## src/rtl/mips32_pkg.sv

```systemverilog
// Shared widths and enumerations for the mips32 memory subsystem.
package mips32_pkg;

  localparam int MEM_ADDR_W = 10;
  localparam int MEM_DATA_W = 32;

  typedef enum logic [1:0] {
    OWN_NONE,
    OWN_IF,
    OWN_DM
  } owner_e;

  typedef enum logic {
    IDLE,
    RD_WAIT
  } state_e;

endpackage

```

## src/rtl/mips32_lat_timer.sv

```systemverilog
// Loadable down-counter that tracks the memory read latency.
// o_done is high for the single cycle in which mem_rdata is valid.
module mips32_lat_timer #(
  parameter int MEM_LAT = 1
) (
  input  logic clk,
  input  logic rst_n,
  input  logic i_load,
  output logic o_done
);

  localparam int                CNT_W    = $clog2(MEM_LAT + 1);
  localparam logic [CNT_W-1:0] LOAD_VAL = CNT_W'(MEM_LAT);

  logic [CNT_W-1:0] r_cnt;

  // NOTE: sequential state uses non-blocking assignments so every flop
  // samples pre-edge values regardless of block ordering.
  always_ff @(posedge clk or negedge rst_n) begin
    if (!rst_n) begin
      r_cnt <= '0;
    end else if (i_load) begin
      r_cnt <= LOAD_VAL;
    end else if (r_cnt != '0) begin
      r_cnt <= r_cnt - CNT_W'(1);
    end
  end

  // Loaded at the grant edge, so a count of one marks grant + MEM_LAT.
  assign o_done = (r_cnt == CNT_W'(1));

endmodule

```

## src/rtl/mips32_mem_arbiter.sv

```systemverilog
// Arbitrates the unified single-port memory between instruction fetch and
// data memory: DM priority, IF starvation guard, squash of stale IF reads.
module mips32_mem_arbiter
  import mips32_pkg::*;
#(
  parameter int ADDR_W   = MEM_ADDR_W,
  parameter int DATA_W   = MEM_DATA_W,
  parameter int MEM_LAT  = 1,
  parameter int MAX_WAIT = 4
) (
  input  logic              clk,
  input  logic              rst_n,
  input  logic              if_req,
  input  logic [ADDR_W-1:0] if_addr,
  input  logic              if_flush,
  output logic              if_gnt,
  output logic              if_rvalid,
  output logic [DATA_W-1:0] if_rdata,
  input  logic              dm_req,
  input  logic              dm_we,
  input  logic [ADDR_W-1:0] dm_addr,
  input  logic [DATA_W-1:0] dm_wdata,
  output logic              dm_gnt,
  output logic              dm_rvalid,
  output logic [DATA_W-1:0] dm_rdata,
  output logic              mem_en,
  output logic              mem_we,
  output logic [ADDR_W-1:0] mem_addr,
  output logic [DATA_W-1:0] mem_wdata,
  input  logic [DATA_W-1:0] mem_rdata,
  output logic              busy
);

  localparam int                 WAIT_W   = $clog2(MAX_WAIT + 1);
  localparam logic [WAIT_W-1:0] WAIT_MAX = WAIT_W'(MAX_WAIT);

  state_e            r_state;
  owner_e            r_owner;
  logic [WAIT_W-1:0] r_wait_cnt;
  logic              r_squash;
  logic              r_rvalid_q;
  logic [DATA_W-1:0] r_if_rdata;
  logic [DATA_W-1:0] r_dm_rdata;

  logic w_idle;
  logic w_if_starved;
  logic w_if_gnt;
  logic w_dm_gnt;
  logic w_rd_gnt;
  logic w_done;

  // Grants are combinational; qualifying with rst_n keeps them quiet while in reset.
  assign w_idle       = (r_state == IDLE) && rst_n;
  assign w_if_starved = (r_wait_cnt == WAIT_MAX);
  assign w_dm_gnt     = w_idle && dm_req && !(if_req && w_if_starved);
  assign w_if_gnt     = w_idle && if_req && !w_dm_gnt;
  assign w_rd_gnt     = w_if_gnt || (w_dm_gnt && !dm_we);

  mips32_lat_timer #(
    .MEM_LAT (MEM_LAT)
  ) u_lat_timer (
    .clk    (clk),
    .rst_n  (rst_n),
    .i_load (w_rd_gnt),
    .o_done (w_done)
  );

  always_ff @(posedge clk or negedge rst_n) begin
    if (!rst_n) begin
      r_state    <= IDLE;
      r_owner    <= OWN_NONE;
      r_wait_cnt <= '0;
      r_squash   <= 1'b0;
      r_rvalid_q <= 1'b0;
      r_if_rdata <= '0;
      r_dm_rdata <= '0;
    end else begin
      r_rvalid_q <= 1'b0;

      if (!if_req || w_if_gnt) begin
        r_wait_cnt <= '0;
      end else if (r_wait_cnt != WAIT_MAX) begin
        r_wait_cnt <= r_wait_cnt + WAIT_W'(1);
      end

      case (r_state)
        IDLE: begin
          if (w_rd_gnt) begin
            r_state  <= RD_WAIT;
            r_owner  <= w_if_gnt ? OWN_IF : OWN_DM;
            r_squash <= 1'b0;
          end
        end
        RD_WAIT: begin
          if (if_flush && (r_owner == OWN_IF)) begin
            r_squash <= 1'b1;
          end
          if (w_done) begin
            r_state    <= IDLE;
            r_rvalid_q <= 1'b1;
            // A squashed fetch never delivers, so its data must not disturb if_rdata.
            if (r_owner == OWN_DM) begin
              r_dm_rdata <= mem_rdata;
            end else if (!r_squash && !if_flush) begin
              r_if_rdata <= mem_rdata;
            end
          end
        end
        default: r_state <= IDLE;
      endcase
    end
  end

  assign if_gnt    = w_if_gnt;
  assign dm_gnt    = w_dm_gnt;
  assign mem_en    = w_if_gnt || w_dm_gnt;
  assign mem_we    = w_dm_gnt && dm_we;
  assign mem_addr  = w_dm_gnt ? dm_addr : (w_if_gnt ? if_addr : '0);
  assign mem_wdata = w_dm_gnt ? dm_wdata : '0;

  assign busy      = (r_state == RD_WAIT);
  assign if_rvalid = r_rvalid_q && (r_owner == OWN_IF) && !r_squash && !if_flush;
  assign dm_rvalid = r_rvalid_q && (r_owner == OWN_DM);
  assign if_rdata  = r_if_rdata;
  assign dm_rdata  = r_dm_rdata;

endmodule

```

## config.mk

```make
export PLATFORM = sky130hd
export DESIGN_NAME = mips32_mem_arbiter
export DESIGN_NICKNAME = d
export VERILOG_FILES = /design/src/rtl/mips32_pkg.sv /design/src/rtl/mips32_lat_timer.sv /design/src/rtl/mips32_mem_arbiter.sv
export SDC_FILE = /design/constraint.sdc
export NUM_CORES = 1
export LEC_CHECK = 0
export CORE_ASPECT_RATIO = 1.1
export CORE_MARGIN = 2
export CORE_UTILIZATION = 41
export DETAILED_ROUTE_END_ITERATION = 12
export PLACE_DENSITY = 0.91
export SKIP_CTS_REPAIR_TIMING = 1
export SYNTH_ARGS = -nofsm -noshare
export SYNTH_HDL_FRONTEND = slang
export SYNTH_SLANG_ARGS = --single-unit
```

## constraint.sdc

```tcl
create_clock -name clk -period 5 [get_ports clk]
set_input_delay 1 -clock clk [delete_from_list [all_inputs] [get_ports clk]]
set_output_delay 1 -clock clk [all_outputs]
set_load 0.1 [all_outputs]
```

# Yosys cells after proc, flatten, opt, wreduce, memory -nomap -nowiden
# Index checks and enable logic that the tools add are counted.
# W data, S select, Z words.
[word_totals] word_cells=62 reg_bits=73 inputBits=90 output_inout_bits=113
[classes] eq_ne=6 addsub=2 n_mux=16 bitwise=2 reduce_logical=28
[ops] cell="$mux W32" n=1
[ops] cell="$mux W10" n=2
[ops] cell="$logic_and A1 B1 Y1" n=14
[ops] cell="$mux W1" n=8
[ops] cell="$logic_not A1 Y1" n=6
[ops] cell="$mux W3" n=2
[ops] cell="$ne A2 B1 Y1 const B" n=2
[ops] cell="$pmux W1 S2" n=2
[ops] cell="$reduce_and A2 Y1" n=2
[ops] cell="$reduce_and A4 Y1" n=1
[ops] cell="$add A3 B1 Y3 const B" n=1
[ops] cell="$eq A3 B3 Y1 const B" n=1
[ops] cell="$logic_or A1 B1 Y1" n=3
[ops] cell="$ne A3 B3 Y1 const B" n=1
[ops] cell="$reduce_and A3 Y1" n=1
[ops] cell="$eq A2 B1 Y1 const B" n=1
[ops] cell="$eq A2 B2 Y1 const B" n=1
[ops] cell="$mux W2" n=1
[ops] cell="$not A1 Y1" n=2
[ops] cell="$reduce_bool A2 Y1" n=1
[ops] cell="$sub A1 B1 Y1 const B" n=1

# Depth between registers and ports, before layout
# Gate-level depths: netlist (run 1).
[logic_depth] ltp_word=9 mapped_depth=7 mapped_depth_nobuf=5

# Modules after synthesis
# A second synthesis (run 1) with hierarchy kept.
[hier_totals] cells_unflattened=237 area_unflattened_um2=3214.3
[modules_own_cells] mod="mips32_mem_arbiter" instances=1 seq_area_each_um2=1801.7 cells_each=236 area_each_um2=3189.3
[modules_own_cells] mod="mips32_lat_timer" instances=1 seq_area_each_um2=25.0 cells_each=1 area_each_um2=25.0

# Worst setup path before layout (run 1)
# No wires, ideal clock.
[synth_path] kind="input to output" startpoint="in rst_n" endpoint="out mem_wdata[2]" t_arrival_ps=2840 path_buffers=2 cell_stages=5 setup_slack_ps=1160 required_time_ps=4000 cell_sequence="nor2b_1 > and3_1 > buf_2 > buf_2 > and2_1"
[synth_between] elab_chain_len=4
[synth_rtl] element="start, declared" line="mips32_mem_arbiter.sv:12" text="input logic rst_n,"
[synth_rtl] element="$logic_and A1 B1 Y1" line="mips32_mem_arbiter.sv:53" text="assign w_idle = (r_state == IDLE) && rst_n;"
[synth_rtl] element="$logic_and A1 B1 Y1 (2 in a row)" line="mips32_mem_arbiter.sv:55" text="assign w_dm_gnt = w_idle && dm_req && !(if_req && w_if_starved);"
[synth_rtl] element="via dm_gnt" line="mips32_mem_arbiter.sv:23" text="output logic dm_gnt,"
[synth_rtl] element="$mux W32" line="mips32_mem_arbiter.sv:119" text="assign mem_wdata = w_dm_gnt ? dm_wdata : '0;"
[synth_rtl] element="end, declared" line="mips32_mem_arbiter.sv:29" text="output logic [DATA_W-1:0] mem_wdata,"
# The timed path passes the listed nets, and every way through them passes these cells.

# Final worst setup path (run 1)
[layout_path] startpoint="in if_req" endpoint="out mem_wdata[12]"
[layout_between] elab_chain_len=4
[layout_rtl] element="start, declared" line="mips32_mem_arbiter.sv:13" text="input logic if_req,"
[layout_rtl] element="$logic_and A1 B1 Y1" line="mips32_mem_arbiter.sv:55"
[layout_rtl] element="$logic_not A1 Y1" line="mips32_mem_arbiter.sv:55"
[layout_rtl] element="$logic_and A1 B1 Y1" line="mips32_mem_arbiter.sv:55"
[layout_rtl] element="$mux W32" line="mips32_mem_arbiter.sv:119"
# Every way passes these cells.

==> reports/metrics.sh, run 1 <==
SYN_AVG_CELL_AREA_UM2=14.6
SYN-INSTANCE-COUNT=237
SYNTH.YOSYS.SEQ_AREA_SHARE=0.528
MIN_CLOCK_PERIOD_POST_ROUTE_NS=4.03
TOTALNEGATIVESETUPSLACK_NS=0
CRITICAL_PATH.ENDPOINT_TYPE='primary output'
SYNTH.NET_COUNT=329
TYPE_OF_THE_SETUP_PATH_WITH_THE_LEAST_SLACK='input port to primary output'
WORSTMARGINPINSLEW_NS=1.02
CAP_VIOL_MAX_COUNT=0
NUMBER_OF_CLOCK_BUFFERS_INSERTED_BY_TRITONCTS=9
SYNTHESIZED_AREA_FRACTION_OCCUPIED_BY_AO_OA_AOI_AND_OAI_CELLS=0.0471
FINALSETUPVIOLCOUNT=0
DETAILEDROUTE.FIRSTPASSITERATIONCOUNT=4
CLOCK_SKEW_NS=0.00899
ROW_COUNT=35
RR_WORST_DEPTH=6
CTS-HTREE-LEVELS=3
OVERFLOW=0
HOLD_VIOLATIONS_FINAL=0
FINAL_MAX_SLEW_VIOL_COUNT=0
SYNTHSIMPLEGATEAREAFRAC=0.101
COMBINATIONAL_FAMILY_WITH_THE_MOST_AREA_AFTER_SYNTHESIS='multiplexers'
TRITONCTS='yes'
YOSYS.AREA_SHARE.XOR_XNOR=0
PLACEABLECOREAREA_UM2=8280
YOSYSWARNINGS=0
SETUP.WORST_PATH.START_CLASS='input port'
POST-DP-HPWL_UM=8480
MAX_CLOCK_FREQ_MHz=248
WL_MET3_UM=1020
TOP_LAYER='met5'
MET1_ROUTED_LENGTH_UM=3900
MIN_DELAY_PATH_DEPTH=1
CRITICAL_PATH_PEAK_FANOUT=25
SYNTH_ADDER_AREA_SHARE=0.00724
FINALNETCOUNT=533
SYNTH.MUX.AREA_FRACTION=0.277
ROUTED-VIA-COUNT=2730
DR.FIRST_ITER.DRC_COUNT=46
SYNTH.LIB_CELLS_USED.DISTINCT=29
ROUTE.FINAL.WIRE_LENGTH_UM=10700
CLOCK_PIN_SLEW_ON_THE_WORST_SETUP_AND_HOLD_PATHS_NS=0.07
GLOBAL_ROUTE.USAGE.TOTAL=0.235
MAPPEDNETLISTAREA_UM2=3460
DIEHEIGHT_UM=100
AREA_GROWTH_SYN_TO_LAYOUT_PCT=78.2
DESIGN.DIE.AREA_UM2=9180
WORST_EP_ARRIVAL_TIME_NS=3.03
IO_PINS=203
CLKLATENCYLATEPIN_NS=0.34
DRTANTENNAVIOLNETS=0
REMAINING_DRC_ERRORS=0
WORST_EP_REQUIRED_TIME_NS=4.00
OUTCOME='completed'
DIE_WIDTH_UM=91.6
HOLDCRITPATHCLASS='register to register'
POSTSYNTHREGISTERBITS=73
CLOCKBUFFERDEPTH=2
VIASPERCELL=4.88
VIA_COUNT_OF_THE_FIRST_GLOBAL_ROUTING_PASS=2897
ROUTABILITYCONGESTION=0.823
CLOCK_SINKS=73
TIMING.FINAL.CRIT_SHARE=0.807
ANTENNA_FOUND_INITIAL=3
GRT_PASS1_WL_UM=16100
PORTBUFFERS=202
ROUTED-WL-MET2_UM=5440
MAXIMUM_NUMBER_OF_PINS_ON_ONE_NET_BEFORE_GLOBAL_ROUTE_REPAIR=75
START_UTIL=0.418
SLEW-LIMIT-HEADROOM=0.317
CTS_ROOT_BUFFER='clkbuf_8'
DRIVE_ABOVE_1_SHARE=0.300
GRT_SETUP_UNREPAIRED='false'
AVGROUTEDWIREPERCELL_UM=19.1
sequential cells by signal (all words and copies together), names as in the netlist:
register,cells
busy,1
r_squash,1
u_lat_timer.o_done,1
dm_rdata,32
r_owner,2
r_wait_cnt,3
r_rvalid_q,1
if_rdata,32
cell usage after synthesis (all sizes together):
| master | count | area share |
|---|---|---|
| o211ai | 1 | 0.0022 |
| a41oi | 1 | 0.0025 |
| buf | 14 | 0.035 |
| a31oi | 1 | 0.0018 |
| nor2b | 2 | 0.0036 |
| o21ai | 1 | 0.0014 |
| nand2b | 3 | 0.0054 |
| mux2i | 1 | 0.0029 |
| and3 | 4 | 0.0072 |
| mux2 | 64 | 0.27 |
| nor3 | 1 | 0.0029 |
| dfrtp | 73 | 0.53 |
| o22ai | 1 | 0.0018 |
| nand3 | 2 | 0.0058 |
| a211oi | 1 | 0.0022 |
| a21bo | 1 | 0.0029 |
| and2 | 34 | 0.062 |
| inv | 5 | 0.0054 |
| a22o | 10 | 0.025 |
| nand2 | 4 | 0.0043 |
| a2bb2oi | 1 | 0.0025 |
| ha | 2 | 0.0072 |
| nor2 | 7 | 0.0076 |
| or3 | 1 | 0.0018 |
| a21o | 1 | 0.0022 |
| a21boi | 1 | 0.0022 |
metrics by stage:
stage | util | hold WS (ns) | setup WS [ns] | cell area (um^2) | std cells
after floorplan | - | 0.463 | 1.16 | 3460 | 237
final | 0.744 | 0.501 | 0.965 | 6160 | 559
after detailed placement | 0.719 | 0.484 | 0.959 | 5950 | 541
after global placement | 0.719 | 0.474 | 1.06 | 5950 | 541
after CTS | 0.744 | 0.508 | 0.965 | 6160 | 557
after global routing | 0.744 | 0.526 | 0.828 | 6160 | 557
worst paths after layout:
kind,end,start,slack [ns]
worst max-delay path,mem_wdata[12],if_req,0.97
worst min-delay path,dm_rdata[4]$_DFFE_PN0P_,dm_rdata[4]$_DFFE_PN0P_,0.50
worst max register to register,r_owner[0]$_DFFE_PN0P_,r_wait_cnt[0]$_DFFE_PN0P_,3.04
worst min register to register,dm_rdata[4]$_DFFE_PN0P_,dm_rdata[4]$_DFFE_PN0P_,0.50
max in group asynchronous,r_wait_cnt[0]$_DFFE_PN0P_,rst_n,3.46
min in group asynchronous,if_rdata[13]$_DFFE_PN0P_,rst_n,0.95
area by class of cell:
class,instances,area [um^2]
Clock buffer,10,138
Tap cell,111,139
Timing Repair Buffer,207,2470
Multi-Input combinational cell,145,1490
Fill cell,504,2120
Sequential cell,73,1830
Antenna cell,2,5.00
Inverter,5,18.8
Clock inverter,6,65.1
cells in the final DEF (no fill, tap or decap), drive strengths merged, types with 2 or more instances in the layout:
master	n
inv	6
nor2b	2
ha	2
and2	34
nor2	7
diode	2
clkinv	3
dfrtp	73
nand3	2
mux2	64
nand2	4
buf	53
clkdlybuf4s50	154
a22o	10
clkbuf	10
nand2b	3
and3	4
worst max-delay path: stages:
cell             delay [ns]
clkdlybuf4s50_1        0.51
nand3_2                0.14
and3_1                 0.67
buf_4                  0.30
and2_1                 0.21
buf_12                 0.19
kinds of logic after synthesis:
logic type,count (synthesis)
flops,73
mux,65
simple gates,58
compound gates,20
buf+inv,19
fa+ha+maj,2
per-layer routing:
metal  vias to the layer above  global-route usage
met5                         -                   0
met4                         2              0.0932
met3                        20              0.0923
met2                       144               0.410
met1                      1337               0.257
li1                       1227                   -
Power of run 1 is left out: the tool's default activity adds up to more than one toggle a clock period on the data nets, which glitch-free logic cannot reach.
==> run 2: changes to the inputs <==
CORE_UTILIZATION = 34   (was 41)
PLACE_DENSITY = 0.81   (was 0.91)
clock period = 3.4 ns   (was 5 ns; I/O delays follow)
==> reports/metrics.sh, run 2 (synthesis results as in run 1) <==
WORSTMARGINPINSLEW_NS=1.01
NUM_ANTENNA_CELLS=0
MAXIMUM_NUMBER_OF_PINS_ON_ONE_NET_BEFORE_GLOBAL_ROUTE_REPAIR=45
PLACEABLECOREAREA_UM2=9890
IO_PINS=203
NUMBER_OF_CLOCK_BUFFERS_INSERTED_BY_TRITONCTS=9
FINALNETCOUNT=534
WORST_EP_REQUIRED_TIME_NS=2.72
ROUTABILITYCONGESTION=0.791
ROUTE.FINAL.WIRE_LENGTH_UM=11400
AREA_GROWTH_SYN_TO_LAYOUT_PCT=80.3
MAX_CLOCK_FREQ_MHz=326
ROW_COUNT=38
DIE_WIDTH_UM=100
LAYOUT_COMMONEST_CELL='clkdlybuf4s50_1'
CLKLATENCYLATEPIN_NS=0.35
CTS-HTREE-LEVELS=3
DP_WORST_SETUP_SLACK_NS=0.335
TOTALNEGATIVESETUPSLACK_NS=0
ROUTED-VIA-COUNT=2723
OUTCOME='completed'
CRITICAL_PATH_PEAK_FANOUT=14
DESIGN.DIE.AREA_UM2=11000
COMMONEST_NON_FILL_NON_TAP_CELLS_IN_THE_LAYOUT='clkdlybuf4s50_1 (142), dfrtp_1 (73), mux2_4 (60)'
WORST_EP_ARRIVAL_TIME_NS=2.39
GLOBAL_ROUTE.USAGE.TOTAL=0.211
FINALSETUPVIOLCOUNT=0
GRT_SETUP_UNREPAIRED='false'
TYPE_OF_THE_SETUP_PATH_WITH_THE_LEAST_SLACK='input port to primary output'
SETUP.WORST_PATH.START_CLASS='input port'
CLOCK_SKEW_NS=0.0115
GRT_PASS1_WL_UM=16800
DR.FIRST_ITER.DRC_COUNT=97
PORTBUFFERS=202
DIEHEIGHT_UM=110
CAP_VIOL_MAX_COUNT=0
AVGROUTEDWIREPERCELL_UM=20.2
SETUP_WS_NS=0.331
VIA_COUNT_OF_THE_FIRST_GLOBAL_ROUTING_PASS=2900
REMAINING_DRC_ERRORS=0
FIN_HOLD_WS_NS=0.458
TRITONCTS='yes'
FINAL_MAX_SLEW_VIOL_COUNT=0
START_UTIL=0.350
OVERFLOW=0
HOLD_VIOLATIONS_FINAL=0
VIASPERCELL=4.80
CLOCK_SINKS=73
CTS_ROOT_BUFFER='clkbuf_8'
ANTENNA_FOUND_INITIAL=0
CRITICAL_PATH.ENDPOINT_TYPE='primary output'
SLEW-LIMIT-HEADROOM=0.329
DRTANTENNAVIOLNETS=0
TIMING.FINAL.CRIT_SHARE=0.903
HOLDCRITPATHCLASS='input port to asynchronous set/reset pin'
CLOCK_PIN_SLEW_ON_THE_WORST_SETUP_AND_HOLD_PATHS_NS=0.08
DETAILEDROUTE.FIRSTPASSITERATIONCOUNT=4
MIN_CLOCK_PERIOD_POST_ROUTE_NS=3.07
DRIVE_ABOVE_1_SHARE=0.345
CLOCKBUFFERDEPTH=2
POST-DP-HPWL_UM=9140
run 2: changes by cell type in the layout (fill, tap and decap cells not counted):
cell	change
clkbuf_8	-1
and2_1	-8
clkbuf_1	+1
buf_4	+8
bufinv_16	+1
clkdlybuf4s50_1	-12
buf_12	+5
clkinv_2	-1
and2_2	+8
diode_2	-2
run 2: final cells by class:
type,instances,area (um^2)
clock inverters,6,90.1
flip-flops and latches,73,1830
inverters,5,18.8
well taps,120,150
clock buffers,10,128
repair buffers,208,2510
multi-input cells,145,1500
fillers,767,3660
run 2: metal layers:
| metal | vias up | GRT usage | wire [um] |
|---|---|---|---|
| li1 | 1225 | - | - |
| met1 | 1316 | 0.270 | 4790 |
| met2 | 173 | 0.338 | 5460 |
| met3 | 9 | 0.0757 | 1080 |
| met4 | 0 | 0.0597 | 123 |
| met5 | - | 0 | 0 |
run 2: through the flow:
stage	util	cells	area, um^2
after floorplan	-	237	3470
after global placement	0.608	551	6010
after detailed placement	0.608	551	6010
after CTS	0.630	567	6230
after global routing	0.630	567	6230
final	0.630	567	6230
run 2: worst max-delay path, cell delays in order:
cell             delay, ns
clkdlybuf4s50_1       0.60
and3_1                0.62
a22o_1                0.30
buf_12                0.19
run 2: final timing paths:
| path | startpoint | end | slack [ns] | depth (start not counted) |
|---|---|---|---|---|
| max in group asynchronous | rst_n | if_rdata[24]$_DFFE_PN0P_ | 2.10 | 3 |
| worst max register to register | busy$_DFF_PN0_ | dm_rdata[10]$_DFFE_PN0P_ | 1.21 | 4 |
| min in group clk | dm_rdata[5]$_DFFE_PN0P_ | dm_rdata[5]$_DFFE_PN0P_ | 0.51 | 1 |
| worst max-delay path | if_req | mem_addr[6] | 0.33 | 4 |
| worst min-delay path | rst_n | r_owner[0]$_DFFE_PN0P_ | 0.46 | 2 |
| worst min register to register | dm_rdata[5]$_DFFE_PN0P_ | dm_rdata[5]$_DFFE_PN0P_ | 0.51 | 1 |
Power of run 2 is left out for the same reason.
==> patch 1: new RTL, settings of run 1 <==
Set the package constant `MEM_DATA_W` to 48 (it was 32).
--- a/src/rtl/mips32_pkg.sv
+++ b/src/rtl/mips32_pkg.sv
@@ -2,7 +2,7 @@
 package mips32_pkg;
 
   localparam int MEM_ADDR_W = 10;
-  localparam int MEM_DATA_W = 32;
+  localparam int MEM_DATA_W = 48;
 
   typedef enum logic [1:0] {
     OWN_NONE,
Ports: changed (5 resized); port bits go from 203 to 283. The function was not compared with the original's and may differ.
==> patch 1 against run 1 <==
  * Sequential cell count rose by 32
  * Area after synthesis rose by 32%
  * Setup slack improved by 87 ps
  * Via count rose by 35%
  * Core utilization rose by 2.3 points
  * Global-route usage rose by 3.5 points
  * Cell count rose by 33%
  * Wire length rose by 51%
  * Final area rose by 35%
  * Highest routed layer is now met4
Power is not shown: default switching activity piles up to over one toggle a cycle in this logic, so the estimate is an artifact.
==> patch 1: results (changes against run 1) <==
\begin{tabular}{lr}
\hline
Metric & Value \\
\hline
\multicolumn{2}{l}{\textbf{Routing}} \\
Top Metal Used & met4 \\
Met1 WL & 5470 um (+40\%) \\
Total number of vias & 3694 (+35\%) \\
1st-iter DRT viols & 115 (+150\%) \\
Routed length per instance & 21.6 um (+13\%) \\
Sum of met2 wire segment lengths after detailed routing & 8510 um (+56\%) \\
\multicolumn{2}{l}{\textbf{Timing}} \\
Max-slew headroom at the worst pin & 0.323 (+0.00588) \\
Clk\_skew & 6.80 ps (-2.19 ps) \\
\multicolumn{2}{l}{\textbf{Yosys}} \\
Synthesized-area fraction occupied by adder cells & 0.00549 (-0.00175) \\
Largest cells by area after synthesis & dfrtp\_1 (58\%), mux2\_2 (18\%), and2\_1 (6.7\%) \\
Syn nets & 441 (+34\%) \\
Complex-gate fraction of the synthesized area & 0.0321 (-0.0149) \\
Sequential fraction of the synthesis area & 0.576 (+0.0480) \\
Mux cell area share after synthesis & 0.256 (-0.0207) \\
Xor/xnor share of the synthesized area & 0.00192 (+0.00192) \\
Number of library cell types mapped by synthesis & 33 (+14\%) \\
\multicolumn{2}{l}{\textbf{Worst setup path}} \\
Top delay family on crit path & buffers and inverters \\
Minimum setup slack among reg-to-reg paths & 2720 ps (-320 ps) \\
Crit path DAT & 2950 ps (-80 ps) \\
Critical path fanouts, max & 54 (+120\%) \\
Worst reg2reg startpoint & busy \\
Depth of the most critical reg-to-reg path & 4 (-2) \\
Reg2Reg Capture Point & if\_rdata[33] \\
\multicolumn{2}{l}{\textbf{Hold path}} \\
Hold Crit Start & dm\_rdata[5] \\
\multicolumn{2}{l}{\textbf{GRT}} \\
Maximum number of pins on one net before global-route repair & 74 (-1.3\%) \\
Vias in the first global route & 3955 (+37\%) \\
Global-route wire length before repair & 23700 um (+47\%) \\
Antenna violations before repair & 0 (-3) \\
Total GRT Usage & 0.270 (+0.0348) \\
\multicolumn{2}{l}{\textbf{Placement}} \\
Hpwl dp & 13300 um (+57\%) \\
Routability congestion estimate & 0.970 (+18\%) \\
\multicolumn{2}{l}{\textbf{Finish}} \\
Proportion of layout cells with a drive suffix above 1 & 0.299 (-0.00162) \\
Fin nets & 719 (+35\%) \\
Diode insertion count for antenna repair & 0 (-2) \\
\multicolumn{2}{l}{\textbf{Run status}} \\
Run status & finished clean \\
\multicolumn{2}{l}{\textbf{Clock network}} \\
Clock tree root driver cell & clkbuf\_16 \\
\hline
\end{tabular}
-- patch 1: cell count changes after synthesis, sizes merged, moves of 2 or more --
cell           run 1  this run
and2              34        50
clkbuf             0         4
dfrtp             73       105
mux2              64        96
nor3b              0         2
-- patch 1: cell type report --
type,count,area [um^2]
clock inverters,4,28.8
clock buffers,11,243
repair buffers,285,3440
fillers,614,2530
inverters,5,18.8
multi-input cells,189,1790
well taps,147,184
flip-flops and latches,105,2630
-- patch 1: logic make-up after synthesis --
kind of cell,count (synthesis)
and+or+nand+nor,72
DFF,105
xor gates and xnor gates,1
AOI/OAI and AO/OA,17
adders and majority gates,2
buffers and inverters,23
muxes,97
-- patch 1: stage by stage --
step           std cells  hold WS (ps)  setup WS, ps  utilization  instance area [um^2]
6_report             746           504          1050        0.767                  8330
3_3_place_gp         731           473          1090        0.742                  8060
3_5_place_dp         731           492          1020        0.742                  8060
5_1_grt              746           520           831        0.767                  8330
2_1_floorplan        317           463          1180            -                  4560
4_1_cts              746           507          1010        0.767                  8330
-- patch 1: worst max path at each step --
| stage | cells past startpoint | from | slack, ps | end |
|---|---|---|---|---|
| 2_1_floorplan | 5 | rst_n | 1180 | mem_wdata[18] |
| 3_3_place_gp | 6 | rst_n | 1090 | mem_wdata[0] |
| 3_5_place_dp | 6 | rst_n | 1020 | mem_wdata[0] |
| 4_1_cts | 6 | rst_n | 1010 | mem_wdata[0] |
| 5_1_grt | 6 | rst_n | 830 | mem_wdata[3] |
| 6_report | 6 | rst_n | 1050 | mem_wdata[0] |
-- patch 1: per-layer routing --
metal  up-vias  GRT usage
met5         -          0
met4         0      0.141
met3        32     0.0945
met2       213      0.495
met1      1805      0.269
li1       1644          -
==> patch 2: new RTL, settings of run 1 <==
Without the edit above. Encoding of `owner_e`: now one-hot (3 bits for 3 values).
--- a/src/rtl/mips32_pkg.sv
+++ b/src/rtl/mips32_pkg.sv
@@ -4,10 +4,10 @@
   localparam int MEM_ADDR_W = 10;
   localparam int MEM_DATA_W = 32;
 
-  typedef enum logic [1:0] {
-    OWN_NONE,
-    OWN_IF,
-    OWN_DM
+  typedef enum logic [2:0] {
+    OWN_NONE = 3'b001,
+    OWN_IF   = 3'b010,
+    OWN_DM   = 3'b100
   } owner_e;
 
   typedef enum logic {
Function: no difference found for any inputs over 4 cycles, from zero or initial values and one cycle with rst_n low; so few cycles prove little.
==> patch 2 against run 1 <==
  * Global-route usage fell by 1.3 points
  * Cell count decreased by 1.1%
  * Non-clock buffer count is 2 lower
  * Clock skew decreased by 3.5 ps
  * Wire length fell by 8.0%
  * Sequential cell count up 1
  * Final area decreased by 1.9%
  * Core utilization is 1.6 points higher
  * Worst hold slack worse by 6.2 ps
  * Area after synthesis decreased by 2.2%
  * Setup slack worse by 33 ps
  * Highest routed layer is now met4
Power is not shown: default switching activity piles up to over one toggle a cycle in this logic, so the estimate is an artifact.
==> patch 2: results (changes against run 1) <==
\begin{tabular}{lr}
\hline
Metric & Value \\
\hline
\multicolumn{2}{l}{\textbf{Run status}} \\
Run status & finished clean \\
\multicolumn{2}{l}{\textbf{Timing}} \\
Clk\_skew & 5.45 ps (-3.54 ps) \\
Max-slew headroom at the worst pin & 0.320 (+0.00366) \\
\multicolumn{2}{l}{\textbf{GRT}} \\
Total GRT Usage & 0.222 (-0.0135) \\
Vias in the first global route & 2970 (+2.5\%) \\
Antenna violations before repair & 0 (-3) \\
Global-route wire length before repair & 15400 um (-4.3\%) \\
\multicolumn{2}{l}{\textbf{Yosys}} \\
Syn nets & 331 (+0.61\%) \\
Largest cells by area after synthesis & dfrtp\_1 (54\%), mux2\_4 (13\%), mux2\_2 (10\%) \\
Synth cell count leaders & dfrtp\_1 (73), and2\_1 (34), mux2\_2 (31), mux2\_4 (30), a22o\_1 (10) \\
Sequential fraction of the synthesis area & 0.548 (+0.0199) \\
Number of library cell types mapped by synthesis & 37 (+28\%) \\
\multicolumn{2}{l}{\textbf{Routing}} \\
Final wirelength & 9840 um (-8.0\%) \\
Top Metal Used & met4 \\
Met3 WL post-DR & 950 um (-7.0\%) \\
1st-iter DRT viols & 62 (+35\%) \\
Sum of met2 wire segment lengths after detailed routing & 5140 um (-5.6\%) \\
Average via count per standard cell & 4.93 (+0.97\%) \\
\multicolumn{2}{l}{\textbf{Clock network}} \\
Htree depth & 3 (unchanged) \\
Source-to-sink clock delay at the later pin of the worst-skew pair & 340 ps (about the same) \\
\multicolumn{2}{l}{\textbf{Worst setup path}} \\
Capture point of the critical path & mem\_wdata[26] \\
Minimum setup slack among reg-to-reg paths & 2930 ps (-110 ps) \\
Crit path DAT & 3070 ps (+40 ps) \\
Depth of the most critical reg-to-reg path & 3 (-3) \\
Worst reg2reg startpoint & r\_owner[0] \\
Reg2Reg Capture Point & if\_rdata[3] \\
\multicolumn{2}{l}{\textbf{Finish}} \\
\# fillers & 480 (-4.8\%) \\
Proportion of layout cells with a drive suffix above 1 & 0.297 (-0.00382) \\
\multicolumn{2}{l}{\textbf{Placement}} \\
Count of buffers inserted at the top-level ports & 202 (unchanged) \\
Hpwl dp & 7750 um (-8.7\%) \\
Routability congestion estimate & 0.766 (-7.0\%) \\
\hline
\end{tabular}
==> patch 2: cell count changes in the layout (fill, tap and decap cells not counted), sizes merged <==
cell      before  now
buf           53   51
diode          2    0
nand2b         3    1
clkbuf        10    9
clkinv         3    2
clkinvlp       1    2
dfstp          0    1
nor2b          2    3
nor3b          0    1
or3b           0    1
==> patch 2: how the worst min path moves through the flow <==
| stage | slack [ps] | endpoint | startpoint |
|---|---|---|---|
| after CTS | 500 | if_rdata[3] | if_rdata[3] |
| after detailed placement | 480 | if_rdata[3] | if_rdata[3] |
| final | 490 | if_rdata[3] | if_rdata[3] |
| after global placement | 470 | if_rdata[3] | if_rdata[3] |
| after global routing | 510 | r_owner[0] | r_owner[0] |
| after floorplan | 460 | r_squash | r_squash |
==> patch 2: cells by family (layout without fill, tap and decap cells) <==
group / after synthesis / in the layout / synth area share
buf+inv: 19 / 225 / 0.0426
fa+ha+maj: 2 / 2 / 0.00740
simple gates: 59 / 59 / 0.104
compound gates: 20 / 20 / 0.0481
flops: 74 / 74 / 0.548
mux: 65 / 65 / 0.250
==> patch 2: per-stage QoR <==
| step | std cells | worst slack [ps] | hold slack, ps | instance area, um^2 | util |
|---|---|---|---|---|---|
| 2_1_floorplan | 239 | 1100 | 463 | 3380 | - |
| 3_3_place_gp | 538 | 994 | 475 | 5850 | 0.736 |
| 3_5_place_dp | 538 | 928 | 483 | 5850 | 0.736 |
| 4_1_cts | 553 | 912 | 498 | 6050 | 0.760 |
| 5_1_grt | 553 | 730 | 507 | 6050 | 0.760 |
| 6_report | 553 | 932 | 494 | 6050 | 0.760 |
==> patch 2: layer usage <==
layer	vias up	GRT usage
met5	-	0
met4	0	0.0698
met3	15	0.0826
met2	164	0.402
met1	1317	0.241
li1	1231	-
==> patch 2: cell type report <==
| cell class | instances | area [um^2] | area share |
|---|---|---|---|
| clock buffers | 9 | 124 | 0.0205 |
| clock inverters | 6 | 67.6 | 0.0112 |
| inverters | 5 | 18.8 | 0.00310 |
| multi-input cells | 146 | 1390 | 0.230 |
| flip-flops and latches | 74 | 1850 | 0.306 |
| well taps | 108 | 135 | 0.0224 |
| repair buffers | 205 | 2460 | 0.407 |
==> patch 2: worst reg2reg max path: stages, from the launching register on <==
cell and delay (ps):
dfstp_2 550, or3b_4 160, nand3_2 650, mux2_1 600
